==> src/rtl/hc_sr04_pkg.sv <==
// Shared FSM encoding, channel-index width helper and default 50 MHz timing
// for the multi-channel HC-SR04 scanner.
package hc_sr04_pkg;

   typedef enum logic [2:0] {
      IDLE,
      TRIG,
      WAIT_RISE,
      MEASURE,
      HOLDOFF
   } state_t;

   localparam int DEF_TRIG_CYCLES  = 500;
   localparam int DEF_SLOT_CYCLES  = 3_000_000;
   localparam int DEF_RISE_TIMEOUT = 50_000;
   localparam int DEF_ECHO_TIMEOUT = 1_900_000;
   localparam int DEF_BAR_STEP     = 5_882;

   // A single sensor still needs a 1-bit channel index.
   function automatic int ch_width(input int n);
      return (n > 1) ? $clog2(n) : 1;
   endfunction

endpackage

==> src/rtl/hc_sr04_scanner_if.sv <==
// Sensor GPIO, per-channel results and bar-graph signals of the scanner,
// seen from the scanner (master) and from the radar top level (slave).
interface hc_sr04_scanner_if
   import hc_sr04_pkg::*;
#(
   parameter int CHANNELS = 4,
   parameter int RANGE_W  = 22,
   parameter int BAR_LEDS = 18
);
   localparam int CH_W = ch_width(CHANNELS);

   logic                         enable;
   logic [CHANNELS-1:0]          echo;
   logic [CHANNELS-1:0]          trigger;
   logic [CHANNELS*RANGE_W-1:0]  range_flat;
   logic [CHANNELS-1:0]          valid;
   logic [CHANNELS-1:0]          timeout;
   logic                         done;
   logic [CH_W-1:0]              done_ch;
   logic                         busy;
   logic [CH_W-1:0]              bar_sel;
   logic [BAR_LEDS-1:0]          bar;

   modport master (
      input  enable, echo, bar_sel,
      output trigger, range_flat, valid, timeout, done, done_ch, busy, bar
   );

   modport slave (
      output enable, echo, bar_sel,
      input  trigger, range_flat, valid, timeout, done, done_ch, busy, bar
   );

endinterface

==> src/rtl/hc_sr04_bar.sv <==
// Registered thermometer bar: LED k lights when the range is at least k*BAR_STEP,
// so a valid result always lights LED 0.
module hc_sr04_bar #(
   parameter int RANGE_W  = 22,
   parameter int BAR_LEDS = 18,
   parameter int BAR_STEP = 5_882
)(
   input  logic                clock,
   input  logic                reset,
   input  logic [RANGE_W-1:0]  range_in,
   input  logic                valid_in,
   output logic [BAR_LEDS-1:0] bar
);
   logic [63:0]         range_ext;
   logic [BAR_LEDS-1:0] bar_d;

   assign range_ext = 64'(range_in);

   for (genvar k = 0; k < BAR_LEDS; k++) begin : g_thr
      localparam logic [63:0] THR = 64'(k) * 64'(BAR_STEP);
      assign bar_d[k] = valid_in && (range_ext >= THR);
   end

   always_ff @(posedge clock or posedge reset) begin
      if (reset) bar <= '0;
      else       bar <= bar_d;
   end

endmodule

==> src/rtl/hc_sr04_scanner.sv <==
// Round-robin HC-SR04 scanner: fires one sensor per slot, measures its echo width,
// keeps the latest result per channel and drives a bar-graph for a chosen channel.
module hc_sr04_scanner
   import hc_sr04_pkg::*;
#(
   parameter int CHANNELS     = 4,
   parameter int TRIG_CYCLES  = DEF_TRIG_CYCLES,
   parameter int SLOT_CYCLES  = DEF_SLOT_CYCLES,
   parameter int RISE_TIMEOUT = DEF_RISE_TIMEOUT,
   parameter int ECHO_TIMEOUT = DEF_ECHO_TIMEOUT,
   parameter int RANGE_W      = 22,
   parameter int BAR_LEDS     = 18,
   parameter int BAR_STEP     = DEF_BAR_STEP
)(
   input  logic              clock,
   input  logic              reset,
   hc_sr04_scanner_if.master bus
);
   localparam int CH_W   = ch_width(CHANNELS);
   localparam int SLOT_W = $clog2(SLOT_CYCLES);
   localparam int PH_MAX = (TRIG_CYCLES > RISE_TIMEOUT) ? TRIG_CYCLES : RISE_TIMEOUT;
   localparam int PH_W   = $clog2(PH_MAX + 1);

   if (SLOT_CYCLES <= TRIG_CYCLES + RISE_TIMEOUT + ECHO_TIMEOUT + 4) begin : g_bad_slot
      $error("SLOT_CYCLES too short for trigger, rise wait and echo timeout");
   end
   if (longint'(ECHO_TIMEOUT) >= (64'd1 << RANGE_W)) begin : g_bad_range
      $error("ECHO_TIMEOUT does not fit in RANGE_W bits");
   end

   state_t              state;
   logic [CH_W-1:0]     ch, nxt_ch, done_ch;
   logic [SLOT_W-1:0]   slot_cnt;
   logic [PH_W-1:0]     phase_cnt;
   logic [RANGE_W-1:0]  width;
   logic [CHANNELS-1:0] echo_m, echo_s, echo_d;
   logic [CHANNELS-1:0] trigger, valid, timeout;
   logic [RANGE_W-1:0]  range_r [CHANNELS];
   logic                busy, done, rise, fall;
   logic                wr_en, wr_ok;
   logic [RANGE_W-1:0]  wr_range;
   logic [RANGE_W-1:0]  sel_range;
   logic                sel_valid;

   always_ff @(posedge clock or posedge reset) begin
      if (reset) begin
         echo_m <= '0;
         echo_s <= '0;
         echo_d <= '0;
      end else begin
         echo_m <= bus.echo;
         echo_s <= echo_m;
         echo_d <= echo_s;
      end
   end

   assign rise   = echo_s[ch] & ~echo_d[ch];
   assign fall   = ~echo_s[ch] & echo_d[ch];
   assign nxt_ch = (ch == CH_W'(CHANNELS - 1)) ? '0 : ch + CH_W'(1);

   // Result write: a falling edge gives a measurement, either timeout saturates.
   always_comb begin
      wr_en    = 1'b0;
      wr_ok    = 1'b0;
      wr_range = RANGE_W'(ECHO_TIMEOUT);
      case (state)
         WAIT_RISE: wr_en = !rise && (phase_cnt == PH_W'(RISE_TIMEOUT - 1));
         MEASURE: begin
            if (fall) begin
               wr_en    = 1'b1;
               wr_ok    = 1'b1;
               wr_range = width;
            end else if (width == RANGE_W'(ECHO_TIMEOUT - 1)) begin
               wr_en = 1'b1;
            end
         end
         default: ;
      endcase
   end

   always_ff @(posedge clock or posedge reset) begin
      if (reset) begin
         state     <= IDLE;
         ch        <= '0;
         slot_cnt  <= '0;
         phase_cnt <= '0;
         width     <= '0;
         trigger   <= '0;
         busy      <= 1'b0;
         done      <= 1'b0;
         done_ch   <= '0;
         valid     <= '0;
         timeout   <= '0;
         for (int c = 0; c < CHANNELS; c++) range_r[c] <= '0;
      end else begin
         done     <= 1'b0;
         slot_cnt <= (state == IDLE) ? '0 : slot_cnt + SLOT_W'(1);
         if (wr_en) begin
            range_r[ch] <= wr_range;
            valid[ch]   <= wr_ok;
            timeout[ch] <= !wr_ok;
            done        <= 1'b1;
            done_ch     <= ch;
         end
         case (state)
            IDLE: if (bus.enable) begin
               state     <= TRIG;
               busy      <= 1'b1;
               slot_cnt  <= '0;
               phase_cnt <= '0;
               trigger   <= CHANNELS'(1) << ch;
            end
            TRIG: if (phase_cnt == PH_W'(TRIG_CYCLES - 1)) begin
               state     <= WAIT_RISE;
               trigger   <= '0;
               phase_cnt <= '0;
            end else begin
               phase_cnt <= phase_cnt + PH_W'(1);
            end
            WAIT_RISE: if (wr_en) begin
               state <= HOLDOFF;
            end else if (rise) begin
               state <= MEASURE;
               width <= RANGE_W'(1);
            end else begin
               phase_cnt <= phase_cnt + PH_W'(1);
            end
            MEASURE: if (wr_en) state <= HOLDOFF;
                     else       width <= width + RANGE_W'(1);
            // The slot always runs to completion; enable only decides what follows it.
            HOLDOFF: if (slot_cnt == SLOT_W'(SLOT_CYCLES - 1)) begin
               ch        <= nxt_ch;
               slot_cnt  <= '0;
               phase_cnt <= '0;
               if (bus.enable) begin
                  state   <= TRIG;
                  trigger <= CHANNELS'(1) << nxt_ch;
               end else begin
                  state <= IDLE;
                  busy  <= 1'b0;
               end
            end
            default: state <= IDLE;
         endcase
      end
   end

   always_comb begin
      sel_range = '0;
      sel_valid = 1'b0;
      if ({{(32 - CH_W){1'b0}}, bus.bar_sel} < 32'(CHANNELS)) begin
         sel_range = range_r[bus.bar_sel];
         sel_valid = valid[bus.bar_sel];
      end
   end

   hc_sr04_bar #(
      .RANGE_W  (RANGE_W),
      .BAR_LEDS (BAR_LEDS),
      .BAR_STEP (BAR_STEP)
   ) u_bar (
      .clock    (clock),
      .reset    (reset),
      .range_in (sel_range),
      .valid_in (sel_valid),
      .bar      (bus.bar)
   );

   for (genvar c = 0; c < CHANNELS; c++) begin : g_flat
      assign bus.range_flat[c*RANGE_W +: RANGE_W] = range_r[c];
   end

   assign bus.trigger = trigger;
   assign bus.valid   = valid;
   assign bus.timeout = timeout;
   assign bus.done    = done;
   assign bus.done_ch = done_ch;
   assign bus.busy    = busy;

endmodule

==> src/flat_wrapper.sv <==
// flat-port wrapper written by rule: the top's interface ports become plain ports
module hc_sr04_scanner_flat import hc_sr04_pkg::*;
#(
   parameter int CHANNELS     = 4,
   parameter int TRIG_CYCLES  = DEF_TRIG_CYCLES,
   parameter int SLOT_CYCLES  = DEF_SLOT_CYCLES,
   parameter int RISE_TIMEOUT = DEF_RISE_TIMEOUT,
   parameter int ECHO_TIMEOUT = DEF_ECHO_TIMEOUT,
   parameter int RANGE_W      = 22,
   parameter int BAR_LEDS     = 18,
   parameter int BAR_STEP     = DEF_BAR_STEP
)
  (clock, reset, bus_enable, bus_echo, bus_bar_sel, bus_trigger, bus_range_flat, bus_valid, bus_timeout, bus_done, bus_done_ch, bus_busy, bus_bar);
  hc_sr04_scanner_if #(.CHANNELS(CHANNELS), .RANGE_W(RANGE_W), .BAR_LEDS(BAR_LEDS)) bus_i ();
  input  logic clock;
  input  logic reset;
  input wire logic [$bits(bus_i.enable)-1:0] bus_enable;
  input wire logic [$bits(bus_i.echo)-1:0] bus_echo;
  input wire logic [$bits(bus_i.bar_sel)-1:0] bus_bar_sel;
  output wire logic [$bits(bus_i.trigger)-1:0] bus_trigger;
  output wire logic [$bits(bus_i.range_flat)-1:0] bus_range_flat;
  output wire logic [$bits(bus_i.valid)-1:0] bus_valid;
  output wire logic [$bits(bus_i.timeout)-1:0] bus_timeout;
  output wire logic [$bits(bus_i.done)-1:0] bus_done;
  output wire logic [$bits(bus_i.done_ch)-1:0] bus_done_ch;
  output wire logic [$bits(bus_i.busy)-1:0] bus_busy;
  output wire logic [$bits(bus_i.bar)-1:0] bus_bar;
  assign bus_i.enable = bus_enable;
  assign bus_i.echo = bus_echo;
  assign bus_i.bar_sel = bus_bar_sel;
  assign bus_trigger = bus_i.trigger;
  assign bus_range_flat = bus_i.range_flat;
  assign bus_valid = bus_i.valid;
  assign bus_timeout = bus_i.timeout;
  assign bus_done = bus_i.done;
  assign bus_done_ch = bus_i.done_ch;
  assign bus_busy = bus_i.busy;
  assign bus_bar = bus_i.bar;
  hc_sr04_scanner #(.CHANNELS(CHANNELS), .TRIG_CYCLES(TRIG_CYCLES), .SLOT_CYCLES(SLOT_CYCLES), .RISE_TIMEOUT(RISE_TIMEOUT), .ECHO_TIMEOUT(ECHO_TIMEOUT), .RANGE_W(RANGE_W), .BAR_LEDS(BAR_LEDS), .BAR_STEP(BAR_STEP)) u_core (.clock(clock), .reset(reset), .bus(bus_i));
endmodule
==> config.mk <==
export PLATFORM = sky130hd
export DESIGN_NAME = hc_sr04_scanner_flat
export DESIGN_NICKNAME = d
export VERILOG_FILES = /design/src/rtl/hc_sr04_pkg.sv /design/src/rtl/hc_sr04_scanner_if.sv /design/src/rtl/hc_sr04_bar.sv /design/src/rtl/hc_sr04_scanner.sv /design/src/flat_wrapper.sv
export SDC_FILE = /design/constraint.sdc
export NUM_CORES = 1
export LEC_CHECK = 0
export BUFFER_PORTS_ARGS = -buffer_cell sky130_fd_sc_hd__buf_2
export CAP_MARGIN = 10
export CORE_AREA = 8 8 159 161
export DETAILED_ROUTE_END_ITERATION = 16
export DIE_AREA = 0 0 167 169
export PLACE_DENSITY = 0.62
export SYNTH_ARGS = -nofsm -noshare
export SYNTH_HDL_FRONTEND = slang
export SYNTH_SLANG_ARGS = --single-unit
export TNS_END_PERCENT = 5
==> constraint.sdc <==
create_clock -name clock -period 8.35 [get_ports clock]
set_input_delay 1.67 -clock clock [delete_from_list [all_inputs] [get_ports clock]]
set_output_delay 1.67 -clock clock [all_outputs]
set_load 0.02 [all_outputs]
* Yosys cells after proc, flatten, opt, wreduce, memory -nomap -nowiden
Cells that the tools add are included.
Word-level totals: bits in registers 199, bits of input ports 9, output and inout port bits 122, word-level logic and storage cells 165
Operators by class: add/subtract/negate cells 4, order comparisons 24, equality and inequality tests 20, shift operators 2, muxes and demuxes 56, bitwise operators 6, reductions and logical operators 34
Operators with widths (count):
- 22-bit 2-to-1 mux | 11
- 22-bit by 16-bit greater-or-equal comparator with 1-bit output (second input constant) | 6
- 22-bit by 17-bit greater-or-equal comparator with 1-bit output (second input constant) | 6
- 88-bit bitwise mux | 1
- 22-bit case mux with 2 select lines | 2
- 16-bit 2-to-1 mux | 5
- 22-bit by 15-bit greater-or-equal comparator with 1-bit output (second input constant) | 3
- 16-bit case mux with 4 select lines | 1
- 22-bit by 1-bit adder with 22-bit output (second input constant) | 2
- 22-bit binary-select mux with 2-bit select | 1
- 22-bit demux with 2-bit select | 1
- 22-bit by 21-bit equality test with 1-bit output (second input constant) | 1
- 22-bit equality test (second input constant) | 1
- 22-bit by 1-bit greater-or-equal comparator with 1-bit output (second input constant) | 1
- 22-bit by 13-bit greater-or-equal comparator with 1-bit output (second input constant) | 1
- 22-bit by 14-bit greater-or-equal comparator with 1-bit output (second input constant) | 1
- 1-bit logical AND | 21
- 3-bit 2-to-1 mux | 6
- 16-bit by 1-bit adder with 16-bit output (second input constant) | 1
- 16-bit equality test (second input constant) | 1
- 16-bit by 9-bit equality test with 1-bit output (second input constant) | 1
- 4-bit 2-to-1 mux | 4
- 3-bit case mux with 5 select lines | 1
- 5-bit AND reduction | 3
- other kinds (30) | 64

* Depth between registers and ports, before layout
Gate-level depths: netlist (run 1).
word-level depth 9, gate-level depth with buffers 10, depth with buffers taken out 7

* Modules after synthesis
Synthesis (run 1) repeated with hierarchy kept, for this count alone.
Second synthesis, totals: cell total of the unflattened synthesis 935, area total of the unflattened synthesis 10318.6 um^2
Modules (own cells, without submodules):
- hc_sr04_scanner | instances 1, cells an instance 761, area each 8967.4 um^2, seq. area each 4529.3 um^2
- hc_sr04_bar | instances 1, cells an instance 174, area each 1351.3 um^2, seq. area each 450.4 um^2

* Worst setup path after synthesis (run 1)
No wires, ideal clock.
path kind input port to flip-flop, start point input bus_bar_sel[0], end point register u_core.u_bar.bar[6], setup time 0.143 ns, data arrival time 3.508 ns, data required time 8.207 ns, path slack 4.698 ns, cell stages on the path 7, buffers on the path 2, cell sequence buf_6 buf_6 mux4_2 or2_2 a2111oi_0 o41a_1 o21ai_0
On the way: cells in the longest elaborated chain, start to end 6, elaborated cells between the ends (all ways) 8, those cells by class order compare: 1; mux: 5; bitwise: 1; reduce/logical: 1
Ends and longest elaborated chain:
- start: declaration | RTL line flat_wrapper.sv:19 | input wire logic [$bits(bus_i.bar_sel)-1:0] bus_bar_sel;
- 2-bit inverter with 3-bit output (implied by the code) | RTL line hc_sr04_scanner.sv:152 | sel_range = range_r[bus.bar_sel];
- 22-bit binary-select mux with 2-bit select | RTL line hc_sr04_scanner.sv:152
- 22-bit 2-to-1 mux (implied by the code) (2 in series) | RTL line hc_sr04_scanner.sv:152
- 22-bit by 16-bit greater-or-equal comparator with 1-bit output | RTL line hc_sr04_bar.sv:21 | assign bar_d[k] = valid_in && (range_ext >= THR);
- 1-bit logical AND * | RTL line hc_sr04_bar.sv:21
- named net u_core.u_bar.bar_d[6] | RTL line hc_sr04_bar.sv:15 | logic [BAR_LEDS-1:0] bar_d;
- end signal: assignment | RTL line hc_sr04_bar.sv:26 | else bar <= bar_d;
- end: declaration | RTL line hc_sr04_bar.sv:12 | output logic [BAR_LEDS-1:0] bar
The timed path passes the listed nets; every way through them passes the cells marked *. The select of a mux whose other input is x is not followed. A chain may end at the register's enable or synchronous reset.

* Worst setup path in the final report (run 1)
start point input bus_bar_sel[0], end point register u_core.u_bar.bar[10]
Same word-level chain as after synthesis.

==> results of run 1 <==
## power by group through the flow
| stage | Clock [W] | Combinational (W) | Sequential [W] |
|---|---|---|---|
| after global routing | 0.000912 | 0.0000455 | 0.000967 |
| after global placement | 0 | 0.0000416 | 0.000986 |
| after floorplan | 0 | 0.0000307 | 0.000986 |
| final | 0.000854 | 0.0000397 | 0.000966 |
| after detailed placement | 0 | 0.0000417 | 0.000986 |
| after CTS | 0.000874 | 0.0000417 | 0.000967 |
## cells by family (layout without fill, tap and decap cells)
| kind of cell | Yosys count | after routing | share of synthesized area (%) |
|---|---|---|---|
| flip-flops | 199 | 199 | 51.5 |
| buffers and inverters | 74 | 188 | 3.29 |
| AND/OR/NAND/NOR | 406 | 406 | 20.6 |
| AO/OA/AOI/OAI | 218 | 218 | 13.8 |
| adder cells (fa/ha/maj) | 7 | 7 | 0.906 |
| multiplexers | 31 | 31 | 5.93 |
| XOR/XNOR | 43 | 43 | 3.90 |
## worst max-delay path, cell delays in order
cell	delay, ps
buf_2	600
mux4_2	740
or4_1	530
a31oi_1	230
nor2_1	70
o21ai_0	160
a21oi_1	90
## metal layers
layer,GRT usage [%],vias up,routed length [µm]
met1,25.4,3783,11900
met4,6.74,0,614
met5,0,-,0
li1,-,3700,-
met2,29.2,235,12100
met3,4.29,43,1410
## layout make-up
type / instances / area share, %
clock buffers: 18 / 3.94
clock inverters: 14 / 1.58
inverters: 20 / 0.740
multi-input cells: 705 / 39.5
flip-flops and latches: 199 / 44.6
well taps: 290 / 3.25
repair buffers: 136 / 6.35
## sequential cells by signal (all words and copies together), names as in the netlist
signal                 count
u_core.slot_cnt           22
u_core.bus.trigger         4
u_core.state               3
u_core.echo_d              4
u_core.bus.busy            1
u_core.u_bar.bar          18
u_core.width              22
u_core.bus.done            1
u_core.bus.range_flat     88
u_core.ch                  2
u_core.echo_s              4
u_core.bus.timeout         4
u_core.phase_cnt          16
u_core.bus.done_ch         2
u_core.bus.valid           4
u_core.echo_m              4
## per-stage QoR
stage	util [%]	hold slack, ps	setup slack, ps	power (W)	area (µm²)
floorplan	-	331	1250	0.00102	9660
global placement	45.9	333	4060	0.00103	10500
detailed placement	45.9	335	4090	0.00103	10500
CTS	48.6	353	4550	0.00188	11100
global route	48.7	363	4370	0.00192	11200
finish	48.7	351	4560	0.00186	11200
## final timing paths
check                                                 end  slack, ps  cells past startpoint
worst max register to register  u_core.bus.range_flat[53]       5340                      5
worst min register to register           u_core.echo_s[0]        350                      0
worst max-delay path                 u_core.u_bar.bar[10]       4560                      7
worst min-delay path                     u_core.echo_s[0]        350                      0
min in group asynchronous       u_core.bus.range_flat[87]       1380                      2
max in group asynchronous             u_core.slot_cnt[11]       5560                      3
## cells in the final DEF (no fill, tap or decap), types with 6 or more instances in the layout
cell | netlist | final
inv_1 | 20 | 19
nand4_1 | 18 | 18
nand2_1 | 145 | 145
mux2_2 | 6 | 6
and3_1 | 14 | 14
dfrtp_1 | 199 | 199
inv_8 | 0 | 6
a31oi_1 | 7 | 7
nor2_1 | 89 | 89
and2_1 | 7 | 7
a21oi_1 | 32 | 32
mux4_2 | 20 | 20
or3_1 | 11 | 11
nor3_1 | 23 | 23
nor4_1 | 19 | 19
o21ai_0 | 115 | 115
xnor2_1 | 29 | 29
buf_2 | 11 | 130
o211ai_1 | 8 | 8
nand3_1 | 31 | 31
clkbuf_16 | 0 | 17
and4_1 | 7 | 7
xor2_1 | 14 | 14
ha_1 | 7 | 7
a22oi_1 | 7 | 7
==> key figures, run 1 <==
Global routing
  – Initial antenna violation count: 0
  – GRT Util Overall: 18.8%
  – Total grt overflow: 0
  – Global-route wire length before repair: 42700 µm
  – Largest net degree at the start of global routing: 130
  – Number of global-route vias before repair: 7653

Drt
  – Final wirelength: 26100 µm
  – DRT iter0 DRCs: 562
  – Routed vias/inst: 5.62
  – Post-DR wirelength/cell: 18.9 µm
  – DR pass1 iterations: 5
  – Antenna-violating nets left: 0
  – DRC: 0
  – Routed via count: 7761

Yosys
  – Post-synthesis register bit count: 199
  – Post-synth EDFFs: 0
  – Largest area contributor in the netlist: dfrtp_1
  – Async S/R FF share, synth: 100%
  – Sequential cell area fraction in the yosys report: 51.5%
  – Count of synthesis-stage warnings from yosys: 0
  – Cell count after synthesis: 978
  – Post-Syn Nets: 994
  – Most instantiated cells after synthesis: 199 x dfrtp_1, 145 x nand2_1, 115 x o21ai_0, 89 x nor2_1, 36 x clkbuf_1
  – Most common cell in the netlist: dfrtp_1
  – Synthesized area: 9660 µm²
  – Post-synth cell types: 73
  – Post-Syn Area per Cell: 9.88 µm²
  – Top cell type's share of synthesized area: 51.5%
  – Area contributors post-synth: dfrtp_1 52%, o21ai_0 6.0%, nand2_1 5.6%
  – Main synth FF type: dfrtp_1

Floorplanning
  – Cell Rows: 56
  – Full die area: 28200 µm²
  – Initial Utilization: 42.2%
  – Core area: 22900 µm²
  – DIE WIDTH: 167 µm
  – Chip height: 169 µm
  – Boundary pin count: 131

Critical path
  – Worst Path Max Fanout: 25
  – CP Data Required Time: 8660 ps
  – Worst r2r src: u_core.ch[0]
  – Setup crit start kind: input pin
  – CP arrival: 4100 ps
  – Critical path origin: bus_bar_sel[0]
  – Setup crit end kind: flip-flop
  – Setup CP Type: input pin to flip-flop

Finish
  – Layout cells sized above 1: 19.8%
  – Area of the multi-input gates: 4410 µm²
  – Fillcell total: 2132
  – Layout Nets: 1095
  – Layout Area Growth over Synthesis: 15.5%
  – FF+latch area: 4980 µm²
  – Post-route insts no fill: 1382
  – ANT cells: 0

Power
  – Net Sw Frac: 23.9%
  – Clock share of power: 45.9%
  – Net Switching: 0.000445 W
  – Internal power: 0.00142 W
  – Reg power frac: 51.9%
  – Combinational Power Share: 2.1%
  – Leakage: 5.17 nW
  – VDD IR-drop max: 0.128 mV
  – Power per cell area: 167 nW/µm²

Worst hold path
  – Hold Path Class: flip-flop to flip-flop
  – Min-delay src: u_core.echo_m[0]

STA
  – Setup TNS: 0 ps
  – Slew @ Worst Pin: 1190 ps
  – Max transition margin: 20.3%
  – RSZ-0062 raised after global routing: false
  – Min Tclk post-route: 3790 ps
  – Final period util: 45.4%
  – Clk_skew: 12.1 ps
  – Peak Freq: 0.264 GHz
  – Final Hold Fails: 0
  – Final setup viols: 0
  – Max-slew violation count: 0

Clock tree
  – # hold bufs at CTS: 0
  – Post-CTS Setup Inserts: 0
  – # clock sinks: 199
  – H-Tree Depth: 4
  – Worst-path clk slew: 80 ps
  – Root Driver: clkbuf_16
  – TritonCTS Buffers: 17
  – PostCTS Resize Cnt: 0
  – Bufs on Longest Clock Path: 2
  – CTS tree: built
  – Clk_lat worst skew: 440 ps

Job
  – Max Cap Viol: 0

Placement
  – Port bufs: 130
  – GPL Wtd Cong: 0.898
  – HPWL Detailed: 18400 µm
  – Cell Count Post-Placement: 1349

Status
  – Status: finished, final reports clean
Note: power is estimated with default switching activity, not from simulation.
==> run 2, diff against run 1 <==
ABC_AREA = 1   (was unset)
CORE_AREA = 8 8 167 169   (was 8 8 159 161)
DIE_AREA = 0 0 175 177   (was 0 0 167 169)
PLACE_DENSITY = 0.64   (was 0.62)
clock period = 3.2 ns   (was 8.35 ns; I/O delays follow)
==> run 2 against run 1 <==
  * Sequential power rose to 3.0 times the previous value
  * Count of clock-buffer cells in the layout fell by 1
  * Clock power rose to 2.7 times the previous value
  * Final cell count rose by 37%
  * Global-route usage rose by 1.0 points
  * Synthesized cell count rose by 46%
  * Total power rose to 3.8 times the previous value
  * Utilization fell by 0.93 points
  * Combinational power rose to 46 times the previous value
  * Critical path type is now flip-flop to flip-flop
  * Largest cell class unchanged
==> key figures, run 2 <==
Drt
  – Routed via count: 9846
  – Met2 Wirelength: 14300 µm
  – Post-DR wirelength/cell: 16.2 µm
  – Final wirelength: 30600 µm
  – DRT iter0 DRCs: 721
  – Max Used Layer: met4
  – DR pass1 iterations: 5
  – Met3 WL post-DR: 1750 µm
  – Wl on met1: 13700 µm
  – Routed vias/inst: 5.20
  – DRC: 0
  – Antenna-violating nets left: 0

Placement
  – Cell Count Post-Placement: 1860
  – Port bufs: 130
  – HPWL Detailed: 22600 µm
  – DP Worst Slack: 582 ps
  – GPL Wtd Cong: 0.962

Yosys
  – Synthesized area: 10700 µm²
  – Post-synthesis simple-gate area fraction: 33.4%
  – Post-synth EDFFs: 0
  – Sequential cell area fraction in the yosys report: 46.7%
  – Mux share of post-synthesis cell area: 0%
  – Main synth FF type: dfrtp_1
  – Count of synthesis-stage warnings from yosys: 0
  – Area contributors post-synth: dfrtp_1 47%, nand2_1 17%, nand3_1 5.9%
  – Post-Syn Nets: 1447
  – Main combinational cell family by area after synthesis: simple AND/OR/NAND/NOR gates
  – Xor-xnor portion of the synthesized cell area: 3.20%
  – Largest area contributor in the netlist: dfrtp_1
  – Adder-cell share of the synthesized area: 0.915%
  – Post-synthesis compound-gate area fraction: 8.98%
  – Post-Syn Area per Cell: 7.45 µm²
  – Most instantiated cells after synthesis: 490 x nand2_1, 199 x dfrtp_1, 159 x nor2_1, 125 x nand3_1, 89 x inv_1
  – Cell count after synthesis: 1431
  – Async S/R FF share, synth: 100%
  – Top cell type's share of synthesized area: 46.7%
  – Most common cell in the netlist: nand2_1
  – Post-synth cell types: 38
  – Post-synthesis register bit count: 199

Power
  – Power per cell area: 580 nW/µm²
  – Reg power frac: 41.6%
  – Leakage: 6.19 nW
  – Net Switching: 0.00270 W
  – Power Total: 0.00706 W
  – Net Sw Frac: 38.2%
  – VDD IR-drop max: 0.338 mV
  – Clock share of power: 32.8%
  – Internal power: 0.00436 W
  – Combinational Power Share: 25.6%

Global routing
  – Total grt overflow: 0
  – Number of global-route vias before repair: 9413
  – Largest net degree at the start of global routing: 170
  – Initial antenna violation count: 0
  – Global-route wire length before repair: 49900 µm
  – GRT Util Overall: 19.8%

Finish
  – Area of the multi-input gates: 4960 µm²
  – Layout Nets: 1560
  – Most frequent cells in the layout: 490 x nand2_1, 199 x dfrtp_1, 159 x nor2_1
  – FF+latch area: 4980 µm²
  – ANT cells: 0
  – Fillcell total: 2544
  – Layout Area Growth over Synthesis: 14.1%
  – Most common cell after layout, fill and taps aside: nand2_1
  – Largest register FFs: 88
  – Post-route insts no fill: 1892
  – Layout cells sized above 1: 14.1%

Floorplanning
  – Boundary pin count: 131
  – Chip height: 177 µm
  – Initial Utilization: 41.9%
  – Core area: 25500 µm²
  – Full die area: 31000 µm²
  – Cell Rows: 59
  – DIE WIDTH: 175 µm

Critical path
  – Setup crit end kind: flip-flop
  – Setup CP Type: flip-flop to flip-flop
  – Largest delay share family, worst path: simple AND/OR/NAND/NOR gates
  – Worst Path Buf+Inv: 3
  – CP cell instances: ha_1, nand2_1, inv_1, nand2_1, nor2_1, nand4_1, nand2_1, inv_2, nand2_8, nand2_2, buf_4, nand2_1, o21ai_1
  – Crit-path most repeated cell: nand2_1
  – Setup crit start kind: flip-flop
  – Max stage delay on crit path: 460 ps
  – CP arrival: 2840 ps
  – Slowest-stage cell, CP: dfrtp_1
  – Worst Path Max Fanout: 21
  – CP Data Required Time: 3570 ps

STA
  – Setup TNS: 0 ps
  – Hold WS: 302 ps
  – Slew @ Worst Pin: 994 ps
  – Min Tclk post-route: 2470 ps
  – Max transition margin: 33.7%
  – Final period util: 77.2%
  – RSZ-0062 raised after global routing: false
  – Clk_skew: 16.4 ps
  – Final setup viols: 0
  – Peak Freq: 0.405 GHz
  – Max-slew violation count: 0
  – Setup WS post-layout: 731 ps
  – Final Hold Fails: 0

Clock tree
  – Bufs on Longest Clock Path: 2
  – Worst-path clk slew: 80 ps
  – Root Driver: clkbuf_16
  – TritonCTS Buffers: 17
  – Post-CTS Setup Inserts: 0
  – PostCTS Resize Cnt: 0
  – # clock sinks: 199
  – H-Tree Depth: 4
  – Clk_lat worst skew: 450 ps
  – # hold bufs at CTS: 0
  – CTS tree: built

Worst hold path
  – Hold Path Class: input pin to flip-flop

Status
  – Status: finished, final reports clean

Job
  – Max Cap Viol: 0
run 2: area by class of cell:
| cell class | count | share of cell area [%] |
|---|---|---|
| clock buffers | 17 | 3.50 |
| inverters | 102 | 3.20 |
| repair buffers | 145 | 6.38 |
| flip-flops and latches | 199 | 40.9 |
| multi-input cells | 1079 | 40.8 |
| well taps | 335 | 3.45 |
| clock inverters | 15 | 1.79 |
run 2: path summary, 6_finish.rpt:
path	slack, ps	end	cells after the start	from
setup reg to reg	730	u_core.bus.range_flat[34]	13	u_core.width[0]
hold reg to reg	350	u_core.echo_s[2]	0	u_core.echo_m[2]
min in group asynchronous	320	u_core.bus.range_flat[76]	3	reset
max in group asynchronous	2020	u_core.width[20]	3	reset
hold / removal	300	u_core.echo_m[1]	1	bus_echo[1]
setup / recovery	730	u_core.bus.range_flat[34]	13	u_core.width[0]
run 2: power by group through the flow:
| stage | Clock (W) | Combinational, W | Sequential, W |
|---|---|---|---|
| floorplan | 0 | 0.00115 | 0.00311 |
| global placement | 0 | 0.00181 | 0.00299 |
| detailed placement | 0 | 0.00183 | 0.00298 |
| CTS | 0.00237 | 0.00184 | 0.00294 |
| global route | 0.00247 | 0.00203 | 0.00296 |
| finish | 0.00232 | 0.00181 | 0.00293 |
run 2: stage by stage:
step / instance area, µm² / util [%]
floorplan: 10700 / -
global placement: 11500 / 45.2
detailed placement: 11500 / 45.2
CTS: 12200 / 47.8
global route: 12200 / 47.8
finish: 12200 / 47.8
run 2: logic make-up after synthesis:
logic type	Yosys count
xor+xnor	39
buf+inv	153
fa+ha+maj	8
simple gates	847
compound gates	185
flops	199
run 2: layer usage:
layer / vias up / global-route usage [%]
li1: 4842 / -
met1: 4657 / 25.4
met2: 287 / 33.1
met3: 60 / 3.56
met4: 0 / 7.03
met5: - / 0
